## src/rtl/mips_pkg.sv

```systemverilog
// mips_pkg: constants shared by the MIPS control unit and the multiply/divide unit.
//   MDU_MULT/MDU_MULTU/MDU_DIV/MDU_DIVU : 2-bit mdu op encodings
//   mdu_state_t                         : mdu sequencer states
//   MDU_ITERS                           : iterations per multiply/divide
package mips_pkg;

  localparam logic [1:0] MDU_MULT  = 2'b00;
  localparam logic [1:0] MDU_MULTU = 2'b01;
  localparam logic [1:0] MDU_DIV   = 2'b10;
  localparam logic [1:0] MDU_DIVU  = 2'b11;

  localparam int unsigned MDU_ITERS = 32;

  typedef enum logic [1:0] {
    IDLE = 2'd0,
    RUN  = 2'd1,
    FIX  = 2'd2
  } mdu_state_t;

endpackage

```

## src/rtl/mdu_if.sv

```systemverilog
// mdu_if: request/response bundle between the control unit and the mdu.
//   master : control unit side (drives start/op/operands/mthi/mtlo)
//   slave  : mdu side (drives busy/done/hi/lo)
interface mdu_if #(
  parameter int unsigned WIDTH = 32
);
  logic             start;
  logic [1:0]       op;
  logic [WIDTH-1:0] in0;
  logic [WIDTH-1:0] in1;
  logic             wr_hi;
  logic             wr_lo;
  logic [WIDTH-1:0] wr_data;
  logic             busy;
  logic             done;
  logic [WIDTH-1:0] hi;
  logic [WIDTH-1:0] lo;

  modport master (
    output start, op, in0, in1, wr_hi, wr_lo, wr_data,
    input  busy, done, hi, lo
  );

  modport slave (
    input  start, op, in0, in1, wr_hi, wr_lo, wr_data,
    output busy, done, hi, lo
  );
endinterface

```

## src/rtl/mdu_div_step.sv

```systemverilog
// mdu_div_step: one combinational restoring-division iteration.
//   i_rem : partial remainder (always < i_div)
//   i_bit : next dividend bit shifted into the remainder
//   i_div : divisor magnitude
//   o_rem : next partial remainder
//   o_q   : quotient bit produced by this iteration
module mdu_div_step #(
  parameter int unsigned WIDTH = 32
) (
  input  logic [WIDTH-1:0] i_rem,
  input  logic             i_bit,
  input  logic [WIDTH-1:0] i_div,
  output logic [WIDTH-1:0] o_rem,
  output logic             o_q
);
  logic [WIDTH:0] w_shift;

  assign w_shift = {i_rem, i_bit};
  assign o_q     = (w_shift >= {1'b0, i_div});
  // The difference is below i_div, so the carry-out bit is always zero.
  assign o_rem   = o_q ? (w_shift[WIDTH-1:0] - i_div) : w_shift[WIDTH-1:0];
endmodule

```

## src/rtl/mdu.sv

```systemverilog
// mdu: iterative multiply/divide unit with architectural HI/LO registers.
//   i_clk : clock, all state on the rising edge
//   i_rst : synchronous active-high reset (aborts any operation, clears HI/LO)
//   bus   : mdu_if.slave (start/op/in0/in1, mthi/mtlo strobes, busy/done/hi/lo)
// Build option: define MDU_DIV_EN to include the divide datapath; without it
// div/divu complete in two cycles and leave HI/LO unchanged.
module mdu
  import mips_pkg::*;
#(
  parameter int unsigned WIDTH = 32
) (
  input logic   i_clk,
  input logic   i_rst,
  mdu_if.slave  bus
);
  localparam logic [4:0] CNT_LAST = 5'(MDU_ITERS - 1);

  mdu_state_t         r_state;
  logic [4:0]         r_cnt;
  logic [2*WIDTH-1:0] r_acc;    // {partial product/remainder, multiplier/dividend}
  logic [WIDTH-1:0]   r_opd;    // multiplicand or divisor magnitude
  logic               r_neg_q;  // negate product or quotient
  logic [WIDTH-1:0]   r_hi;
  logic [WIDTH-1:0]   r_lo;
  logic               r_busy;
  logic               r_done;

  logic               w_signed;
  logic [WIDTH-1:0]   w_abs0;
  logic [WIDTH-1:0]   w_abs1;
  logic [WIDTH:0]     w_mul_sum;
  logic [2*WIDTH-1:0] w_mul_next;
  logic [2*WIDTH-1:0] w_acc_next;
  logic [2*WIDTH-1:0] w_prod;

  assign w_signed = (bus.op == MDU_MULT) || (bus.op == MDU_DIV);
  assign w_abs0   = (w_signed && bus.in0[WIDTH-1]) ? -bus.in0 : bus.in0;
  assign w_abs1   = (w_signed && bus.in1[WIDTH-1]) ? -bus.in1 : bus.in1;

  // Shift-add: add the multiplicand into the upper half when the current
  // multiplier bit is set, then shift the whole accumulator right.
  assign w_mul_sum  = {1'b0, r_acc[2*WIDTH-1:WIDTH]} +
                      (r_acc[0] ? {1'b0, r_opd} : {(WIDTH+1){1'b0}});
  assign w_mul_next = {w_mul_sum, r_acc[WIDTH-1:1]};
  assign w_prod     = r_neg_q ? -r_acc : r_acc;

`ifdef MDU_DIV_EN
  logic             r_is_div;
  logic             r_neg_r;  // remainder takes the dividend sign
  logic             r_dz;     // divide by zero, r_acc[WIDTH-1:0] holds raw dividend
  logic [WIDTH-1:0] w_rem;
  logic             w_q;

  mdu_div_step #(.WIDTH(WIDTH)) u_div_step (
    .i_rem (r_acc[2*WIDTH-1:WIDTH]),
    .i_bit (r_acc[WIDTH-1]),
    .i_div (r_opd),
    .o_rem (w_rem),
    .o_q   (w_q)
  );

  // Dividend shifts out of the top of the low half while quotient bits fill the bottom.
  assign w_acc_next = r_is_div ? {w_rem, r_acc[WIDTH-2:0], w_q} : w_mul_next;
`else
  logic r_skip;  // div/divu handshake only, no HI/LO update

  assign w_acc_next = w_mul_next;
`endif

  always_ff @(posedge i_clk) begin
    if (i_rst) begin
      r_state <= IDLE;
      r_cnt   <= '0;
      r_acc   <= '0;
      r_opd   <= '0;
      r_neg_q <= 1'b0;
      r_hi    <= '0;
      r_lo    <= '0;
      r_busy  <= 1'b0;
      r_done  <= 1'b0;
`ifdef MDU_DIV_EN
      r_is_div <= 1'b0;
      r_neg_r  <= 1'b0;
      r_dz     <= 1'b0;
`else
      r_skip   <= 1'b0;
`endif
    end else begin
      r_done <= 1'b0;
      unique case (r_state)
        IDLE: begin
          if (bus.start) begin
            r_busy  <= 1'b1;
            r_cnt   <= '0;
            r_neg_q <= w_signed && (bus.in0[WIDTH-1] ^ bus.in1[WIDTH-1]);
            if (bus.op[1]) begin
`ifdef MDU_DIV_EN
              r_is_div <= 1'b1;
              r_neg_r  <= w_signed && bus.in0[WIDTH-1];
              r_opd    <= w_abs1;
              if (bus.in1 == '0) begin
                r_dz    <= 1'b1;
                r_acc   <= {{WIDTH{1'b0}}, bus.in0};
                r_state <= FIX;
              end else begin
                r_dz    <= 1'b0;
                r_acc   <= {{WIDTH{1'b0}}, w_abs0};
                r_state <= RUN;
              end
`else
              r_skip  <= 1'b1;
              r_state <= FIX;
`endif
            end else begin
`ifdef MDU_DIV_EN
              r_is_div <= 1'b0;
              r_dz     <= 1'b0;
`else
              r_skip   <= 1'b0;
`endif
              r_acc   <= {{WIDTH{1'b0}}, w_abs1};
              r_opd   <= w_abs0;
              r_state <= RUN;
            end
          end else begin
            // mthi/mtlo only land when no operation is being launched
            if (bus.wr_hi) r_hi <= bus.wr_data;
            if (bus.wr_lo) r_lo <= bus.wr_data;
          end
        end
        RUN: begin
          r_acc <= w_acc_next;
          r_cnt <= r_cnt + 5'd1;
          if (r_cnt == CNT_LAST) r_state <= FIX;
        end
        FIX: begin
          r_busy  <= 1'b0;
          r_done  <= 1'b1;
          r_state <= IDLE;
`ifdef MDU_DIV_EN
          if (r_dz) begin
            r_hi <= r_acc[WIDTH-1:0];
            r_lo <= '1;
          end else if (r_is_div) begin
            r_hi <= r_neg_r ? -r_acc[2*WIDTH-1:WIDTH] : r_acc[2*WIDTH-1:WIDTH];
            r_lo <= r_neg_q ? -r_acc[WIDTH-1:0] : r_acc[WIDTH-1:0];
          end else begin
            r_hi <= w_prod[2*WIDTH-1:WIDTH];
            r_lo <= w_prod[WIDTH-1:0];
          end
`else
          if (!r_skip) begin
            r_hi <= w_prod[2*WIDTH-1:WIDTH];
            r_lo <= w_prod[WIDTH-1:0];
          end
`endif
        end
        default: r_state <= IDLE;
      endcase
    end
  end

  assign bus.busy = r_busy;
  assign bus.done = r_done;
  assign bus.hi   = r_hi;
  assign bus.lo   = r_lo;
endmodule

```

## src/flat_wrapper.sv

```systemverilog
// flat-port wrapper written by rule: the top's interface ports become plain ports
module mdu_flat import mips_pkg::*;
#(
  parameter int unsigned WIDTH = 32
)
  (i_clk, i_rst, bus_start, bus_op, bus_in0, bus_in1, bus_wr_hi, bus_wr_lo, bus_wr_data, bus_busy, bus_done, bus_hi, bus_lo);
  mdu_if #(.WIDTH(WIDTH)) bus_i ();
  input logic i_clk;
  input logic i_rst;
  input wire logic [$bits(bus_i.start)-1:0] bus_start;
  input wire logic [$bits(bus_i.op)-1:0] bus_op;
  input wire logic [$bits(bus_i.in0)-1:0] bus_in0;
  input wire logic [$bits(bus_i.in1)-1:0] bus_in1;
  input wire logic [$bits(bus_i.wr_hi)-1:0] bus_wr_hi;
  input wire logic [$bits(bus_i.wr_lo)-1:0] bus_wr_lo;
  input wire logic [$bits(bus_i.wr_data)-1:0] bus_wr_data;
  output wire logic [$bits(bus_i.busy)-1:0] bus_busy;
  output wire logic [$bits(bus_i.done)-1:0] bus_done;
  output wire logic [$bits(bus_i.hi)-1:0] bus_hi;
  output wire logic [$bits(bus_i.lo)-1:0] bus_lo;
  assign bus_i.start = bus_start;
  assign bus_i.op = bus_op;
  assign bus_i.in0 = bus_in0;
  assign bus_i.in1 = bus_in1;
  assign bus_i.wr_hi = bus_wr_hi;
  assign bus_i.wr_lo = bus_wr_lo;
  assign bus_i.wr_data = bus_wr_data;
  assign bus_busy = bus_i.busy;
  assign bus_done = bus_i.done;
  assign bus_hi = bus_i.hi;
  assign bus_lo = bus_i.lo;
  mdu #(.WIDTH(WIDTH)) u_core (.i_clk(i_clk), .i_rst(i_rst), .bus(bus_i));
endmodule
```

## config.mk

```make
export PLATFORM = sky130hd
export DESIGN_NAME = mdu_flat
export DESIGN_NICKNAME = d
export VERILOG_FILES = /design/src/rtl/mips_pkg.sv /design/src/rtl/mdu_if.sv /design/src/rtl/mdu_div_step.sv /design/src/rtl/mdu.sv /design/src/flat_wrapper.sv
export SDC_FILE = /design/constraint.sdc
export NUM_CORES = 1
export LEC_CHECK = 0
export CAP_MARGIN = 20
export CORE_MARGIN = 1
export CORE_UTILIZATION = 55
export CTS_CLUSTER_SIZE = 16
export DETAILED_ROUTE_END_ITERATION = 16
export GPL_ROUTABILITY_DRIVEN = 0
export HOLD_SLACK_MARGIN = 0.05
export PLACE_DENSITY = 0.82
export SLEW_MARGIN = 5
export SYNTH_ARGS = -nofsm -noshare
export SYNTH_HDL_FRONTEND = slang
export SYNTH_SLANG_ARGS = --single-unit
```

## constraint.sdc

```tcl
create_clock -name i_clk -period 5 [get_ports i_clk]
set_input_delay 1.25 -clock i_clk [delete_from_list [all_inputs] [get_ports i_clk]]
set_output_delay 1.25 -clock i_clk [all_outputs]
set_load 0.005 [all_outputs]
```

After elaboration in Yosys (flattened, before gate mapping). Cells that the tools add are included. W data, S select, Z words.

Word-level logic and storage cells: 69. Input bits: 103. Output and inout port bits: 66. Flip-flop bits (word level): 171.

Add/sub/neg operators: 5. Reductions and logical operators: 16. Multiplexer cells: 25. Equal/unequal tests: 11. Bitwise operators: 2.

Operator list (count): $mux W32 (9); $mux W64 (3); $pmux W32 S2 (2); $pmux W64 S2 (1); $neg A32 Y32 (2); $neg A64 Y64 (1); $add A32 B33 Y33 (1); $ne A2 B2 Y1 const B (6); $pmux W5 S2 (1); $reduce_and A2 Y1 (4); $reduce_and A4 Y1 (2); $mux W2 (3); $reduce_and A3 Y1 (2); $add A5 B1 Y5 const B (1); $eq A5 B5 Y1 const B (1); $mux W5 (1); $eq A2 B2 Y1 const B (2); $logic_not A2 Y1 (2); $pmux W2 S2 (1); $reduce_bool A2 Y1 (2); $logic_and A1 B1 Y1 (3); $mux W1 (3); $eq A2 B1 Y1 const B (1); $ne A2 B1 Y1 const B (1); 4 further kinds (4).

Longest topological paths before layout.
Depth in word-level cells: 7. Gate-level depth with buffers: 14. Depth with buffers taken out: 12.

Worst setup path after synthesis. OpenSTA, ideal clock, no wires.

Path kind: in2reg. Start point: input port bus_in1[15]. End point: register u_core.r_acc[27]. Arrival: 3.590 ns. Stages: 8. Slack: 1.340 ns. Path through: or4_1 -> or3_1 -> or4_1 -> or3_1 -> o31ai_1 -> xnor2_1 -> nand2_1 -> a21oi_1.

Longest elaborated chain between the ends: 5.

RTL lines: start: declaration (line flat_wrapper.sv:13) `input wire logic [$bits(bus_i.in1)-1:0] bus_in1;`; $neg A32 Y32 (line mdu.sv:38) `assign w_abs1 = (w_signed && bus.in1[WIDTH-1]) ? -bus.in1 : bus.in1;`; $mux W32 (line mdu.sv:38); $mux W64 (line mdu.sv:96) `if (bus.op[1]) begin`; $mux W64 (line mdu.sv:92) `if (bus.start) begin`; $pmux W64 S2 (line mdu.sv:90) `unique case (r_state)`; end signal: assignment (line mdu.sv:121) `r_acc <= {{WIDTH{1'b0}}, w_abs1};`; end signal: assignment (line mdu.sv:132) `r_acc <= w_acc_next;`; end: declaration (line mdu.sv:20) `logic [2*WIDTH-1:0] r_acc;`.

No other way between the ends. The select of a mux whose other input is x is not followed. A chain may end at the register's enable or synchronous reset.

Worst setup path after layout.
Start point: input port bus_in1[13]. End point: register u_core.r_acc[30].

Same word-level chain as after synthesis.

==> run_results.csv <==
group,metric,value,unit
sta,finalSetupTns,0,ns
clock_tree,numCtsBuffers,17,
yosys,synth_edf_count,0,
clock_tree,clock_path_buffers,2,
critical_path,arrival,4.32,ns
yosys,synthesis.area,11440,um^2
sta,rsz0062_at_grt,"no",
yosys,synth_seq_cells,171,
finish,drive_gt1_frac,0.05318,
floorplan,fp.dieH,146.2,um
sta,setup_ws,1.048,ns
clock_tree,clk_pin_slew,0.07,ns
clock_tree,postCtsHoldBufs,0,
yosys,async_reset_ff_frac,0,
yosys,synth.distinct_cells,83,
clock_tree,postCtsSetupBuffers,0,
grt,track_usage,0.3140,
sta,period_minus_slack,3.952,ns
clock_tree,clock-root-buffer,"clkbuf_16",
grt,grt_antenna_before_repair,0,
drt,drcViolationCount,0,
grt,grt_pass1_wl,54100,um
floorplan,dieArea,21380,um^2
drt,dr_total_vias,11670,
finish,nNetsFinal,1745,
floorplan,fp-row-count,52,
drt,vias_per_cell,6.185,
critical_path,end_kind,"flop",
critical_path,critPathLaunchType,"input port",
sta,relSlewSlack,0.2998,
min_path,hold_class,"flop to flop",
drt,firstDrtPassIters,6,
drt,drt_iter0_markers,1224,
placement,place_hpwl,25580,um
min_path,hold_start,"u_core.r_opd[8]$_SDFFE_PP0P_",
pwr,p_per_area,286.8,nW/um^2
status,status,"finished clean",
placement,io_buffer_count,168,
clock_tree,cts_num_sinks,171,
critical_path,timing.rr.end,"u_core.r_acc[63]$_SDFFE_PP0P_",
floorplan,floorplan.initialDensity,0.5635,
min_path,min_path_cells,2,
floorplan,die_x,146.2,um
critical_path,critPathMaxStageDelay,0.56,ns
critical_path,path_cells,"clkdlybuf4s50_1 > or4_1 > or3_1 > or4_1 > nor3_1 > a31oi_1 > xnor2_1 > a211o_1 > a21oi_1",
finish,utilization,0.6737,
placement,post-place-ws,0.6060,ns
sta,drv_slew,0,
finish,design_area,13680,um^2
sta,worst_clock_skew,0.01135,ns
critical_path,rrSetupSlack,1.06,ns
grt,overflow,0,
grt,grt_pass1_vias,10290,
min_path,hold-path-endpoint,"u_core.r_opd[8]$_SDFFE_PP0P_",
finish,diodes,0,
critical_path,worstPathRequired,5.36,ns
clock_tree,clkLatencyLatePin,0.44,ns
sta,finalHoldViolations,0,
critical_path,reg2reg_depth,12,
clock_tree,htreeDepth,4,
clock_tree,cts_resized,0,
yosys,synth_top_flop_cell,"dfxtp_1",
drt,routedWlPerCell,18.08,um
yosys,syn_inst,1505,
yosys,syn_avg_cell_area,7.601,um^2
yosys,yosys_warnings,0,
drt,postRouteWirelength,34110,um
critical_path,slowest_stage,"or4_1",
placement,placed_cell_area,13100,um^2
critical_path,critical_path_class,"input port to flop",
sta,tightestPinTransition,1.048,ns
pwr,peakVddDrop,222.6,uV
yosys,syn-num-nets,1646,
critical_path,cpMostUsedCell,"or4_1",
run,max-cap-violations,0,
clock_tree,cts_tree,"yes",
sta,period_share,0.7905,
yosys,seq_area_frac_synth,0.2992,
sta,fmax,253.0,MHz
critical_path,critPathMaxFanout,4,
floorplan,io_pins,169,
floorplan,coreArea,20300,um^2
grt,grt_max_degree,79,
critical_path,r2r_start,"u_core.r_acc[0]$_SDFFE_PP0P_",
finish,area_growth,19.54,%
drt,ant_nets,0,
sta,setup_viol,0,
pwr,p_leak,5.072,nW
[kinds of logic after synthesis]
logic type,after synthesis,synth area share
compound gates,490,0.2745
xor+xnor,124,0.09494
fa+ha+maj,38,0.04222
buf+inv,124,0.05097
flops,171,0.2992
mux,6,0.005359
simple gates,552,0.2327
[cells in the mapped netlist, drive strengths merged, types with 15 or more instances]
master	number	share of area
o31ai	28	0.018
nand2	147	0.049
and2	38	0.021
a211oi	58	0.038
nand3	35	0.015
nor2	185	0.061
or3	19	0.011
ha	37	0.040
inv	21	0.0069
nor4	15	0.011
xor2	66	0.051
xnor2	58	0.044
or4	20	0.014
a22oi	18	0.012
dfxtp	171	0.30
o21ai	97	0.042
clkbuf	95	0.037
o41ai	17	0.013
nor3	32	0.014
a21oi	160	0.070
[worst max-delay path: cells and delay by family]
family | cells | cell delay [ns]
buffers and inverters | 1 | 0.47
and+or+nand+nor | 4 | 1.87
AOI/OAI and AO/OA | 3 | 0.58
xor gates and xnor gates | 1 | 0.16
[metrics by stage]
| step | std cells | total power, W | hold WS [ns] |
|---|---|---|---|
| after global routing | 1887 | 0.004087 | 0.4824 |
| after CTS | 1887 | 0.003908 | 0.4572 |
| final | 1887 | 0.003922 | 0.4575 |
| after detailed placement | 1855 | 0.002602 | 0.4426 |
| after floorplan | 1505 | 0.002235 | 0.4273 |
| after global placement | 1855 | 0.002575 | 0.4338 |
[layout by cell type, fill, tap and decap left out, types with 18 or more instances in the layout]
cell type / synthesis / final
and2_1: 37 / 37
xor2_1: 66 / 66
nor2_1: 184 / 183
nand2_1: 144 / 144
a22oi_1: 18 / 18
inv_1: 21 / 21
a21oi_1: 160 / 160
clkdlybuf4s50_1: 0 / 167
a211oi_1: 58 / 58
nor3_1: 31 / 31
nand3_1: 35 / 35
ha_1: 37 / 37
o31ai_1: 28 / 28
xnor2_1: 58 / 58
dfxtp_1: 171 / 170
o21ai_0: 93 / 93
[flip-flops by register name (all words and copies together) (netlist names), 2 cells and up]
signal,cells
u_core.r_acc,64
u_core.bus.hi,32
u_core.bus.lo,32
u_core.r_opd,32
u_core.r_cnt,5
u_core.r_state,2
[metal layers]
| metal | global-route usage | wire [um] | up-vias |
|---|---|---|---|
| met5 | 0 | 0 | - |
| li1 | - | - | 5673 |
| met2 | 0.4764 | 14740 | 598 |
| met1 | 0.4451 | 14940 | 5333 |
| met3 | 0.05156 | 3335 | 67 |
| met4 | 0.1193 | 1102 | 0 |
[cell type report]
class                   count  area, um^2
clock buffers              17       425.4
clock inverters            15       155.1
fillers                  1699        6624
inverters                  21       78.83
multi-input cells        1210        7462
flip-flops and latches    171        3425
well taps                 270       337.8
repair buffers            183        1792
[worst max-delay path by stage]
stage / from / endpoint / slack [ns] / cells after the start
global placement: bus_in1[13] / u_core.r_acc[30]$_SDFFE_PP0P_ / 0.68 / 9
floorplan: bus_in1[15] / u_core.r_acc[27]$_SDFFE_PP0P_ / 1.34 / 8
detailed placement: bus_in1[13] / u_core.r_acc[30]$_SDFFE_PP0P_ / 0.61 / 9
CTS: bus_in1[13] / u_core.r_acc[30]$_SDFFE_PP0P_ / 1.04 / 9
global route: u_core.r_acc[0]$_SDFFE_PP0P_ / u_core.r_acc[63]$_SDFFE_PP0P_ / 0.72 / 12
finish: bus_in1[13] / u_core.r_acc[30]$_SDFFE_PP0P_ / 1.05 / 9
[report_power, final]
part | switching, W | internal [W] | total [W]
sequential | 0.000130 | 0.00148 | 0.00161
clock | 0.000622 | 0.000705 | 0.00133
combinational | 0.000567 | 0.000418 | 0.000985
total | 0.00132 | 0.00260 | 0.00392
Power figures use the tool's default switching activity.
